## config.mk

```make
export PLATFORM = sky130hd
export DESIGN_NAME = sample_frame_streamer
export DESIGN_NICKNAME = d
export VERILOG_FILES = /design/src/rtl/sample_frame_streamer.sv
export SDC_FILE = /design/constraint.sdc
export NUM_CORES = 1
export LEC_CHECK = 0
export CORE_ASPECT_RATIO = 1.1
export CORE_MARGIN = 2
export CORE_UTILIZATION = 51
export DETAILED_ROUTE_END_ITERATION = 7
export GPL_TIMING_DRIVEN = 1
export HOLD_SLACK_MARGIN = 0.12
export PLACE_DENSITY = 0.81
export SKIP_LAST_GASP = 1
export SYNTH_ARGS = -nofsm -noshare
export SYNTH_HDL_FRONTEND = slang
export SYNTH_SLANG_ARGS = --single-unit
```

## constraint.sdc

```tcl
create_clock -name adc_clk -period 3.05 [get_ports adc_clk]
set_input_delay 0.61 -clock adc_clk [delete_from_list [all_inputs] [get_ports adc_clk]]
set_output_delay 0.61 -clock adc_clk [all_outputs]
set_load 0.05 [all_outputs]
```

## src/rtl/sample_frame_streamer.sv

```systemverilog
// sample_frame_streamer: snapshots a SAMPLES-deep window of WIDTH-bit samples
// and replays it one word per valid/ready handshake, oldest sample first.
// A load on the final handshake starts the next frame with no gap.
// Any other load while a frame is held is dropped and flagged on overrun.
module sample_frame_streamer #(
    parameter int SAMPLES = 16,
    parameter int WIDTH   = 32
) (
    input  logic                       adc_clk,
    input  logic                       rst_n,
    input  logic [WIDTH-1:0]           frame_in [SAMPLES-1:0],
    input  logic                       load,
    output logic                       busy,
    output logic [WIDTH-1:0]           out_data,
    output logic                       out_valid,
    input  logic                       out_ready,
    output logic                       out_first,
    output logic                       out_last,
    output logic [$clog2(SAMPLES)-1:0] out_index,
    output logic                       overrun,
    input  logic                       clear_overrun
);

    localparam int IDX_W = $clog2(SAMPLES);
    localparam logic [IDX_W-1:0] OLDEST_IDX = IDX_W'(SAMPLES - 1);

    typedef enum logic {
        IDLE   = 1'b0,
        STREAM = 1'b1
    } state_t;

    state_t           state_q, state_d;
    logic [IDX_W-1:0] idx_q, idx_d;
    logic             overrun_q, overrun_d;
    logic             capture;
    logic             handshake;
    logic             reject;
    logic [WIDTH-1:0] frame_reg [SAMPLES-1:0];

    // Next-state, index and overrun decisions for the readout FSM.
    always_comb begin
        // NOTE: every signal gets a default first, so no path through the
        // case leaves one unassigned and no latch can be inferred.
        state_d   = state_q;
        idx_d     = idx_q;
        overrun_d = overrun_q;
        capture   = 1'b0;
        handshake = 1'b0;
        reject    = 1'b0;

        case (state_q)
            IDLE: begin
                if (load) begin
                    capture = 1'b1;
                    idx_d   = OLDEST_IDX;
                    state_d = STREAM;
                end
            end
            STREAM: begin
                handshake = out_ready;
                if (handshake && idx_q != '0) begin
                    idx_d = idx_q - IDX_W'(1);
                end else if (handshake) begin
                    // Final word leaves this cycle: chain straight into a new
                    // frame when one is offered, otherwise go quiet.
                    if (load) begin
                        capture = 1'b1;
                        idx_d   = OLDEST_IDX;
                    end else begin
                        state_d = IDLE;
                    end
                end
                reject = load && !capture;
            end
            default: state_d = IDLE;
        endcase

        // A rejected load wins over a clear arriving in the same cycle.
        if (reject) begin
            overrun_d = 1'b1;
        end else if (clear_overrun) begin
            overrun_d = 1'b0;
        end
    end

    // FSM state, read index and sticky overrun flag.
    always_ff @(posedge adc_clk or negedge rst_n) begin
        if (!rst_n) begin
            state_q   <= IDLE;
            idx_q     <= '0;
            overrun_q <= 1'b0;
        end else begin
            // NOTE: sequential state uses non-blocking assignments so every
            // register updates from the values present before the edge.
            state_q   <= state_d;
            idx_q     <= idx_d;
            overrun_q <= overrun_d;
        end
    end

    // Snapshot register: loaded only on the accepting edge.
    always_ff @(posedge adc_clk or negedge rst_n) begin
        if (!rst_n) begin
            // NOTE: this array is deliberately reset so a discarded frame can
            // never reappear on out_data; it is flops, not an inferred RAM.
            for (int i = 0; i < SAMPLES; i++) begin
                frame_reg[i] <= '0;
            end
        end else if (capture) begin
            for (int i = 0; i < SAMPLES; i++) begin
                frame_reg[i] <= frame_in[i];
            end
        end
    end

    // Outputs decode registered state only; load and out_ready never reach them.
    assign out_valid = (state_q == STREAM);
    assign busy      = (state_q == STREAM);
    assign out_data  = (state_q == STREAM) ? frame_reg[idx_q] : '0;
    assign out_index = idx_q;
    assign out_first = (state_q == STREAM) && (idx_q == OLDEST_IDX);
    assign out_last  = (state_q == STREAM) && (idx_q == '0);
    assign overrun   = overrun_q;

endmodule

```

# Word-level counts from Yosys, hierarchy flattened
# Cells that the tools add are included.
# W data, S select, Z words.
# totals
ff_bits,518
inputBits,517
out_inout_bits,41
wordCells,50
# op_classes
eq_ne,2
reduce_logical,8
addsub,1
muxes,18
n_bitwise,1
order_cmp,1
# ops
cell,count
$bmux W32 S4,1
$mux W32,2
$mux W4,3
$mux W1,9
$pmux W4 S2,1
$lt A4 B5 Y1 const B,1
$eq A4 B4 Y1 const B,1
$logic_and A1 B1 Y1,4
$logic_not A4 Y1,1
$pmux W1 S2,2
$reduce_bool A4 Y1,1
$sub A4 B1 Y4 const B,1
$ne A3 B2 Y1 const B,1
$reduce_bool A2 Y1,1
$logic_not A1 Y1,1
$not A1 Y1,1

# Depth between registers and ports, before layout
# depth
depth_word,8
depth_mapped,11
depth_no_buf,6

# Worst setup path before layout
# No wires, ideal clock.
# synth_timing
path_kind,register -> output
startpoint,"reg idx_q[1], in the netlist out_index[1]"
endpoint,out out_data[20]
path_buffers,3
slack_ps,-18
t_arrival_ps,2458
required_time_ps,2440
path_stages_with_launch,8
cell_sequence,dfrtp_1 > buf_2 > buf_2 > buf_2 > mux2i_1 > a22oi_1 > nand2_1 > o22ai_1
# synth_via
elab_chain_cells,3
# synth_rtl
item,line_no,rtl
from (decl),33,"logic [IDX_W-1:0] idx_q, idx_d;"
from (signal assigned),96,idx_q <= idx_d;
$bmux W32 S4,119,assign out_data = (state_q == STREAM) ? frame_reg[idx_q] : '0;
$mux W32 (not written as such),119,
$mux W32,119,
to (decl),14,"output logic [WIDTH-1:0] out_data,"
# No other way between the ends. The select of a mux whose other input is x is not followed.

# Worst setup path in the final report
# layout_timing
startpoint,"reg idx_q[0], in the netlist out_index[0]"
endpoint,out out_data[30]
# The elaborated chain is that of the path after synthesis.

==> impl_results.md <==
- Status: finished with violations
- Failing checks: negative setup slack
- Hold Violations, Final: 0
- WL final: ~75000 µm
- Placer Congestion: 0.878
- Core ar.: ~46000 µm²
- Largest register FFs: 512
- Hold Path Class: reg -> reg
- HP Start: frame_reg[55]
- Global route overflow: 0
- Seq cells post-synth: 518
- Initial Utilization: 51.4%
- I/O pin cnt: 558
- DP Wirelength: between 40000 and 50000 µm
- CP Capture Type: primary output
- Mapped Cells: 1680
- Unrepaired setup endpoints after global routing: true
- Async S/R FF share, synth: 100%
- Synth area leaders: dfrtp_1, mux2_2, mux2i_1
- Later-pin clock latency in the skew report: 600 ps
- CP max stage cell: dfrtp_4
- Kind of critical path: reg -> out
- DR WL/cell: 25.8 µm
- R2r startpoint: out_index[1]
- H-tree levels: 2
- Vias in the first global route: 17700
- Layout cell share with drive strength beyond 1: 34.1%
- Post-route minimum period: a little over 3000 ps
- Clock Skew: about 18 ps
- WP data required: about 2400 ps
- Antenna violations before repair: 18
- Cell taking the most area after synthesis: dfrtp_1
- Xor/xnor share of the synthesized area: less than 1%
- Via count: ~17000
- Synth cell types: 29
- Post-synth top area share: a little over half
- Filler Cells Inserted: 3049
- Mapped Nets: roughly 2200
- Cell row count: 83
- Post-synth EDFFs: 0
- Fin nets: about 2800
- CTS tree: yes
- Largest net degree at the start of global routing: 139
- Hold Path Depth: 1
- PortBufs: ~560
- Worst Reg-to-Reg Cells: 9
- DR iter-0 viols: around 1300
- Slew at the pin with the worst max-slew slack: 893 ps
- Sequential area share after synthesis: 54.3%
- RR Endpoint: frame_reg[39]
- Syn avg cell area: 14.2 µm²
- Die Y: ~230 µm
- Synth warnings: 0
- Fmax: 327 MHz
- Setup TNS: -28.1 ps
- Simple-gate share of the synthesized area: 1.58%
- DRC errors left: 0
- Dpl ws: 121 ps
- Via-to-Cell Ratio: ~5.7
- P_leak: approximately 15 nW
- Worst vdd ir: 0.559 mV
- Die width: 210 µm
- # Max-Cap Violations: 0
- Adder-cell share of the synthesized area: 0.105%
- Mux cell area share after synthesis: 34.9%
- CTS root buf: clkbuf_16
- Remaining antenna violation count: 0
- GRT Util Overall: 29.9%
- DP Cell Count: 2744
- Clock transition at the registers of the reported paths: 60 ps
- Final setup viols: 4
- Cell mode on critical path: buf_12
- WP data arrival: 2450 ps
- Normalized max-slew margin: 40.4%
- Power per Cell Area: 1110 nW/µm²
- Layout Cells excl Fill: 2908
- CTS Buf Count: 53
- Startpoint Class: flop
- Max Root-Sink Buffers: 3
- CP max stage delay: 500 ps
- Final Max Tran Viols: 0
- Crit path max fanout: 7
- Largest family of logic cells by synthesized area: multiplexers
- Final worst setup slack: -10.4 ps
- Die Area: 48600 µm²
- Hold EP: frame_reg[55]
- Post-synthesis cell area: 23900 µm²
- First-pass GRT wire length: 109000 µm
- Synth-to-Final Area Change: 39.1%
- Compound-Gate Fraction of Synth Area: 5.18%
- Prevailing post-synth register cell: dfrtp_1
- Internal reg-to-reg setup slack: 150 ps
- # clock sinks: 518
- Initial DRT Pass Iterations: 7
- Period Utilization, post-route: 100%
- CP Cell Sequence: buf_12, buf_12, clkbuf_16, mux2i_1, a22oi_1, nand2_1, o22ai_2, buf_6
-- power breakdown --
group | switching [mW] | internal, mW
logic | 9.47 | 8.65
registers | 1.83 | 10.2
clock network | 2.73 | 3.90
total | 14.0 | 22.8
-- critical path, delay by kind of cell (launching register included) --
kind	cells	cell delay, ps
multiplexers	1	120
flip-flops	1	500
buffers and inverters	4	690
AO/OA/AOI/OAI	2	410
AND/OR/NAND/NOR	1	120
-- synth_stat cells (2+ instances only) --
cell,count
a21oi_1,2
a22oi_1,129
and2_1,3
buf_2,39
buf_4,2
buf_6,53
clkbuf_1,31
dfrtp_1,518
ha_1,2
inv_1,4
mux2_1,52
mux2_2,460
mux2i_1,256
nand2_1,69
nand3_1,2
nor2_1,8
nor2b_1,4
o21ai_0,2
o22ai_1,34
-- worst max-delay path by stage --
stage / end / cells after the start / startpoint
6_report: out_data[30] / 8 / out_index[0]
5_1_grt: out_data[21] / 8 / out_index[0]
4_1_cts: out_data[4] / 8 / out_index[0]
3_5_place_dp: out_data[19] / 6 / out_index[0]
3_3_place_gp: out_data[19] / 6 / out_index[0]
2_1_floorplan: out_data[10] / 7 / out_index[0]
-- layout make-up --
type	instances	area [µm²]	area share, %
Timing Repair Buffer	645	7100	21.4
Antenna cell	15	37.5	0.113
Inverter	4	15.0	0.0452
Tap cell	595	744	2.24
Clock buffer	77	1610	4.84
Sequential cell	518	13000	39.1
Clock inverter	20	189	0.569
Multi-Input combinational cell	1034	10600	31.8
-- cells in the final DEF (no fill, tap or decap), types with 7 or more instances in the layout --
master and count:
buf_4 33, o22ai_2 31, mux2_2 460, nand2_2 13, buf_12 30, nand2_1 55, mux2_1 52, mux2i_1 254
a22oi_1 82, clkbuf_1 7, clkbuf_16 61, a22oi_2 47, diode_2 15, clkbuf_8 15, clkinv_2 12, dfrtp_1 515
buf_6 35, clkdlybuf4s50_1 522, buf_16 16
-- stage by stage --
stage	utilization, %	power [mW]	area, µm²	hold slack, ps
CTS	70.2	35.6	32600	494
floorplan	-	22.1	23900	314
global placement	64.3	26.6	29900	473
global route	71.6	38.5	33200	513
detailed placement	64.3	27.1	29900	482
finish	71.6	36.8	33200	491
-- routing by layer --
layer | global-route usage, % | routed length (µm) | vias to the layer above
li1 | - | - | 7323
met3 | 5.66 | 4950 | 130
met2 | 48.9 | 36700 | 613
met5 | 0 | 26 | -
met4 | 10.3 | 2400 | 4
met1 | 40.2 | 30900 | 8588
-- repair_timing --
action / CTS / global route
pin swaps: 29 / 50
hold endpoints to repair: 58 / 0
gates cloned: 14 / 8
gates resized for setup: 73 / 80
setup endpoints to repair: 33 / 206
hold buffers: 1 / 0
setup buffers: 22 / 7
-- kinds of logic (layout without fill, tap and decap cells) --
| kind of cell | count (synthesis) | count (layout) |
|---|---|---|
| muxes | 768 | 768 |
| adders and majority gates | 2 | 2 |
| other | 0 | 15 |
| AOI/OAI and AO/OA | 170 | 170 |
| xor gates and xnor gates | 1 | 1 |
| DFF | 518 | 518 |
| and+or+nand+nor | 91 | 93 |
| buffers and inverters | 130 | 746 |
No activity file was read; power rests on OpenSTA's default activity.
